`config.mk`:
```
export PLATFORM = sky130hd
export DESIGN_NAME = axi_cdc_src_isolate_ctrl
export DESIGN_NICKNAME = d
export VERILOG_FILES = /design/src/rtl/axi_cdc_src_isolate_ctrl.sv
export SDC_FILE = /design/constraint.sdc
export NUM_CORES = 1
export LEC_CHECK = 0
export CAP_MARGIN = 10
export CORE_ASPECT_RATIO = 0.5
export CORE_MARGIN = 5
export CORE_UTILIZATION = 27
export CTS_BUF_LIST = sky130_fd_sc_hd__clkbuf_4
export DETAILED_ROUTE_END_ITERATION = 7
export HOLD_SLACK_MARGIN = 0.06
export MAX_ROUTING_LAYER = met4
export PLACE_DENSITY = 0.83
export SYNTH_ARGS = -nofsm -noshare
export SYNTH_HDL_FRONTEND = slang
export SYNTH_SLANG_ARGS = --single-unit
```
`constraint.sdc`:
```
create_clock -name clk_i -period 2.9 [get_ports clk_i]
set_input_delay 0.435 -clock clk_i [delete_from_list [all_inputs] [get_ports clk_i]]
set_output_delay 0.435 -clock clk_i [all_outputs]
set_load 0.01 [all_outputs]
```
`src/rtl/axi_cdc_src_isolate_ctrl.sv`:
```
// Isolation/drain controller for the AXI CDC source half: caps outstanding AW/AR, drains on request.
// Optional build macro AXI_CDC_ISO_TIMEOUT_EN adds DrainTimeout and sticky drain_timeout_o.
package axi_cdc_src_isolate_ctrl_pkg;
   typedef struct packed {
      logic [3:0]  id;
      logic [15:0] addr;
      logic [7:0]  len;
   } ax_chan_t;
   typedef struct packed {
      logic [15:0] data;
      logic [1:0]  strb;
      logic        last;
   } w_chan_t;
   typedef struct packed {
      logic [3:0] id;
      logic [1:0] resp;
   } b_chan_t;
   typedef struct packed {
      logic [3:0]  id;
      logic [15:0] data;
      logic [1:0]  resp;
      logic        last;
   } r_chan_t;
   typedef struct packed {
      ax_chan_t aw;
      logic     aw_valid;
      w_chan_t  w;
      logic     w_valid;
      logic     b_ready;
      ax_chan_t ar;
      logic     ar_valid;
      logic     r_ready;
   } axi_req_t;
   typedef struct packed {
      logic    aw_ready;
      logic    ar_ready;
      logic    w_ready;
      b_chan_t b;
      logic    b_valid;
      r_chan_t r;
      logic    r_valid;
   } axi_resp_t;
endpackage

module axi_cdc_src_isolate_ctrl #(
   parameter int unsigned MaxTxns = 8,
`ifdef AXI_CDC_ISO_TIMEOUT_EN
   parameter int unsigned DrainTimeout = 1024,
`endif
   parameter type axi_req_t  = axi_cdc_src_isolate_ctrl_pkg::axi_req_t,
   parameter type axi_resp_t = axi_cdc_src_isolate_ctrl_pkg::axi_resp_t
) (
   input  logic      clk_i,
   input  logic      rst_i,
   input  axi_req_t  slv_req_i,
   output axi_resp_t slv_resp_o,
   output axi_req_t  mst_req_o,
   input  axi_resp_t mst_resp_i,
   input  logic      isolate_i,
`ifdef AXI_CDC_ISO_TIMEOUT_EN
   output logic      drain_timeout_o,
`endif
   output logic      isolated_o
);

   localparam int unsigned CntW = $clog2(MaxTxns + 1);
   localparam logic [CntW-1:0] CntMax = CntW'(MaxTxns);

   typedef enum logic [1:0] {NORMAL, DRAIN, ISOLATED} state_t;

   state_t state;
   logic [CntW-1:0] wr_cnt, rd_cnt, w_cnt;
   logic aw_open, ar_open, w_open;
   logic aw_hs, ar_hs, w_hs, w_last_hs, b_hs, r_hs, r_last_hs, quiet;

   function automatic logic [CntW-1:0] cnt_next(input logic [CntW-1:0] cnt,
                                                input logic inc, input logic dec);
      if (inc && !dec)
         return cnt + 1'b1;
      else if (dec && !inc && cnt != '0)
         return cnt - 1'b1;
      else
         return cnt;
   endfunction

   assign aw_open   = (state == NORMAL) && (wr_cnt < CntMax);
   assign ar_open   = (state == NORMAL) && (rd_cnt < CntMax);
   assign aw_hs     = slv_req_i.aw_valid && aw_open && mst_resp_i.aw_ready;
   assign ar_hs     = slv_req_i.ar_valid && ar_open && mst_resp_i.ar_ready;
   // W may ride along with its own AW in the same cycle.
   assign w_open    = (w_cnt != '0) || aw_hs;
   assign w_hs      = slv_req_i.w_valid && w_open && mst_resp_i.w_ready;
   assign w_last_hs = w_hs && slv_req_i.w.last;
   assign b_hs      = mst_resp_i.b_valid && slv_req_i.b_ready;
   assign r_hs      = mst_resp_i.r_valid && slv_req_i.r_ready;
   assign r_last_hs = r_hs && mst_resp_i.r.last;
   assign quiet     = (wr_cnt == '0) && (rd_cnt == '0) && (w_cnt == '0) &&
                      !(aw_hs || ar_hs || w_hs || b_hs || r_hs);

   always_comb begin
      mst_req_o           = slv_req_i;
      slv_resp_o          = mst_resp_i;
      mst_req_o.aw_valid  = slv_req_i.aw_valid && aw_open;
      mst_req_o.ar_valid  = slv_req_i.ar_valid && ar_open;
      mst_req_o.w_valid   = slv_req_i.w_valid && w_open;
      slv_resp_o.aw_ready = mst_resp_i.aw_ready && aw_open;
      slv_resp_o.ar_ready = mst_resp_i.ar_ready && ar_open;
      slv_resp_o.w_ready  = mst_resp_i.w_ready && w_open;
   end

   always_ff @(posedge clk_i) begin
      if (rst_i) begin
         wr_cnt <= '0;
         rd_cnt <= '0;
         w_cnt  <= '0;
      end else begin
         wr_cnt <= cnt_next(wr_cnt, aw_hs, b_hs);
         rd_cnt <= cnt_next(rd_cnt, ar_hs, r_last_hs);
         w_cnt  <= cnt_next(w_cnt, aw_hs, w_last_hs);
      end
   end

   always_ff @(posedge clk_i) begin
      if (rst_i) begin
         state      <= NORMAL;
         isolated_o <= 1'b0;
      end else begin
         case (state)
            NORMAL: if (isolate_i) state <= DRAIN;
            DRAIN: begin
               if (!isolate_i) begin
                  state <= NORMAL;
               end else if (quiet) begin
                  state      <= ISOLATED;
                  isolated_o <= 1'b1;
               end
            end
            ISOLATED: begin
               if (!isolate_i) begin
                  state      <= NORMAL;
                  isolated_o <= 1'b0;
               end
            end
            default: begin
               state      <= NORMAL;
               isolated_o <= 1'b0;
            end
         endcase
      end
   end

`ifdef AXI_CDC_ISO_TIMEOUT_EN
   logic [15:0] tmo_cnt;

   // Watchdog only reports; the drain keeps waiting for responses.
   always_ff @(posedge clk_i) begin
      if (rst_i) begin
         tmo_cnt         <= '0;
         drain_timeout_o <= 1'b0;
      end else begin
         if (state == DRAIN) begin
            if (tmo_cnt != 16'hFFFF) tmo_cnt <= tmo_cnt + 16'd1;
            if (32'(tmo_cnt) == DrainTimeout - 1) drain_timeout_o <= 1'b1;
         end else begin
            tmo_cnt <= '0;
         end
         if (!isolate_i) drain_timeout_o <= 1'b0;
      end
   end
`endif

   a_wr_underflow: assert property (@(posedge clk_i) disable iff (rst_i)
                                    !(b_hs && !aw_hs && wr_cnt == '0));
   a_rd_underflow: assert property (@(posedge clk_i) disable iff (rst_i)
                                    !(r_last_hs && !ar_hs && rd_cnt == '0));
   a_w_underflow:  assert property (@(posedge clk_i) disable iff (rst_i)
                                    !(w_last_hs && !aw_hs && w_cnt == '0));

endmodule

```
==> impl_metrics.csv <==
group,metric,value,unit
timing,skew,5.302,ps
worst_setup_path,crit_chain,"clkdlybuf4s50_1 -> nor4b_4 -> buf_4 -> a21boi_1 -> nor2b_1 -> clkdlybuf4s50_1",
clock_network,cts_tree,"yes",
floorplanning,die-area,8877,µm²
yosys,ys_seq_area_share,15.88,%
timing,fmax,0.3978,GHz
place,dp_hpwl,2.791,mm
yosys,synth_compound_area_share,10.13,%
place,dp_slack,164.1,ps
clock_network,clk_pin_slew_worst_paths,100,ps
power_and_ir_drop,power_frac_seq,39.3,%
worst_setup_path,cpLargestDelayFamily,"buffers and inverters",
run_status,status,"finished clean",
global_routing,grt_max_degree,14,
floorplanning,ioPinCount,232,
finish,final_cell_mix,"clkdlybuf4s50_1 (27), dfxtp_1 (15), nor3_1 (7)",
global_routing,grt_pass1_vias,1130,
timing,period_minus_slack,2514,ps
timing,hold_viol_final,0,
route,ant_nets,0,
finish,multi_input_area,725.7,µm²
yosys,synth_xor_area_share,1.390,%
place,dpl.cell_count,238,
timing,rsz0062_at_grt,"no",
clock_network,clk_path_buf_depth,2,
place,place_congestion,0.7831,
timing,setup_tns,0,ps
power_and_ir_drop,power,705.8,µW
worst_setup_path,cp-end-kind,"primary output",
yosys,ys_types,41,
flow_run,cap_violations,0,
worst_setup_path,cp-start-kind,"primary input",
yosys,synth_top_area_cell,"buf_4",
yosys,synth-async-reset-ratio,0,%
global_routing,grtUsageTotal,7.807,%
yosys,yosys-top-cells-area,"buf_4 (44%), dfxtp_1 (16%), ha_1 (4.0%), fa_1 (3.2%), nand2b_1 (2.0%)",
min_path,hp-class,"reg -> reg",
worst_setup_path,crit_type,"in -> out",
floorplanning,die_y,69.17,µm
power_and_ir_drop,leakage,0.5368,nW
worst_setup_path,cp_data_arrival_time,2080,ps
timing,slew_headroom,65.06,%
clock_network,cts_buffers,3,
yosys,synth_fa_ha_area_share,7.148,%
yosys,synthCells,227,
route,routed_via_density,4.657,
yosys,synth_top_area_share,43.68,%
yosys,synth.mux.area_fraction,1.588,%
finish,antennaDiodeCount,0,
clock_network,cts_hold_buf,0,
finish,final_common_cell,"clkdlybuf4s50_1",
yosys,ys_ff_latch,15,
power_and_ir_drop,p_per_area,469.7,nW/µm²
worst_setup_path,cp.required,2470,ps
yosys,synth.net_count,353,
place,dpl_cell_area,1475,µm²
route,drt-initial-drc-count,38,
timing,fin_ws,386.0,ps
worst_setup_path,slowest_stage,"clkdlybuf4s50_1",
clock_network,htreeDepth,1,
worst_setup_path,critPathMaxStageDelay,540,ps
route,dr_total_vias,1127,
power_and_ir_drop,switching_power,254.9,µW
finish,nets,277,
finish,regArea,300.3,µm²
global_routing,grt_pass1_wl,5.464,mm
floorplanning,rows,21,
power_and_ir_drop,power.internal,450.9,µW
floorplanning,die_w,128.3,µm
clock_network,insertion_delay,280,ps
yosys,synth_top_flop_cell,"dfxtp_1",
timing,worst_pin_slew,521.0,ps
global_routing,overflow,0,
power_and_ir_drop,swShare,36.12,%
worst_setup_path,path_buf_inv,3,
finish,n_fill_cell,725,
route,routed_wirelength,3.482,mm
yosys,yosys_warnings,0,
clock_network,cts.sinks,15,
power_and_ir_drop,combPwrFrac,43.5,%
route,drc_errors,0,
yosys,synth_top_family_by_area,"buffers and inverters",
floorplanning,core,6753,µm²
finish,final_util,22.25,%
yosys,syn-cell-area,1891,µm²
global_routing,grt_antenna_before_repair,0,
yosys,syn_avg_cell_area,8.328,µm²
worst_setup_path,cpMostUsedCell,"clkdlybuf4s50_1",
yosys,synth_edf_count,0,
finish,fin_cells,242,
yosys,synthSimpleGateAreaFrac,18.13,%
power_and_ir_drop,p_clk_share,17.2,%
power_and_ir_drop,peakVddDrop,0.0001009,V
timing,fin_crit_sh,86.69,%
finish,drive_above_1_share,12.00,%
floorplanning,initial_utilization,28.00,%
clock_network,post_cts_resized,0,
timing,setup_violations,0,
clock_network,root_buffer,"clkbuf_4",
route,wl_per_cell,14.39,µm
timing,slew_viol_final,0,
clock_network,postCtsSetupBuffers,0,
worst_setup_path,worstPathMaxFanout,6,
finish,finish.instance_area,1503,µm²
route,firstDrtPassIters,4,
finish,area_delta_synth_final,-20.52,%
timing,hold_slack,489.8,ps
place,port_buffers,27,
## logic make-up after synthesis
kind of cell	after synthesis
buf+inv	120
simple gates	50
compound gates	27
flops	15
fa+ha+maj	9
xor+xnor	3
mux	3
## synth_stat cells, types with 2 or more instances
cell type,number
dfxtp_1,15
mux2i_1,3
xnor2_1,2
nor3b_1,5
nor4_1,2
nand2b_1,6
clkbuf_1,2
ha_1,6
nor2_1,4
a21o_1,2
nand3_1,6
o21ai_0,6
a211oi_1,3
a211o_1,2
nor2b_1,2
inv_1,5
a211oi_2,2
nor3_1,7
nor4b_1,4
and3_1,3
fa_1,3
buf_4,110
nand2_1,3
a21oi_1,6
inv_2,2
## final cells by class
type | instances | share of cell area (%)
Multi-Input combinational cell | 92 | 48.29
Timing Repair Buffer | 32 | 20.48
Sequential cell | 15 | 19.98
Tap cell | 92 | 7.660
Inverter | 7 | 1.749
Clock buffer | 3 | 1.499
Clock inverter | 1 | 0.3331
## power groups by stage
stage	combinational (mW)	sequential [mW]	clock, mW
2_1_floorplan	0.359	0.273	0
3_3_place_gp	0.303	0.282	0
3_5_place_dp	0.309	0.282	0
4_1_cts	0.310	0.278	0.127
5_1_grt	0.342	0.284	0.135
6_report	0.307	0.278	0.121
## flip-flops by register name (all words and copies together) (netlist names)
register,flops
isolated_o,1
rd_cnt,4
state,2
w_cnt,4
wr_cnt,4
## path summary, 6_finish.rpt
check | slack (ps) | from | endpoint | depth (start not counted)
setup / recovery | 390 | slv_req_i[51] | slv_resp_o[31] | 6
hold / removal | 490 | isolated_o | isolated_o | 2
setup reg to reg | 560 | state[0] | w_cnt[3] | 8
hold reg to reg | 490 | isolated_o | isolated_o | 2
## routing by layer
| metal | wire length (µm) | track usage, % | vias to the layer above |
|---|---|---|---|
| met4 | 223 | 7.412 | 0 |
| met1 | 1207 | 6.532 | 510 |
| li1 | - | - | 511 |
| met5 | 0 | - | - |
| met3 | 512 | 5.846 | 44 |
| met2 | 1539 | 11.07 | 62 |
## worst register-to-register path: stages, from the launching register on
cell and delay [ps]:
dfxtp_1 420, nor4b_4 300, and3_1 210, inv_1 80
ha_1 320, a21oi_1 240, nand2_1 110, or4b_1 500
o311ai_1 80
No activity file was read; power rests on OpenSTA's default activity.
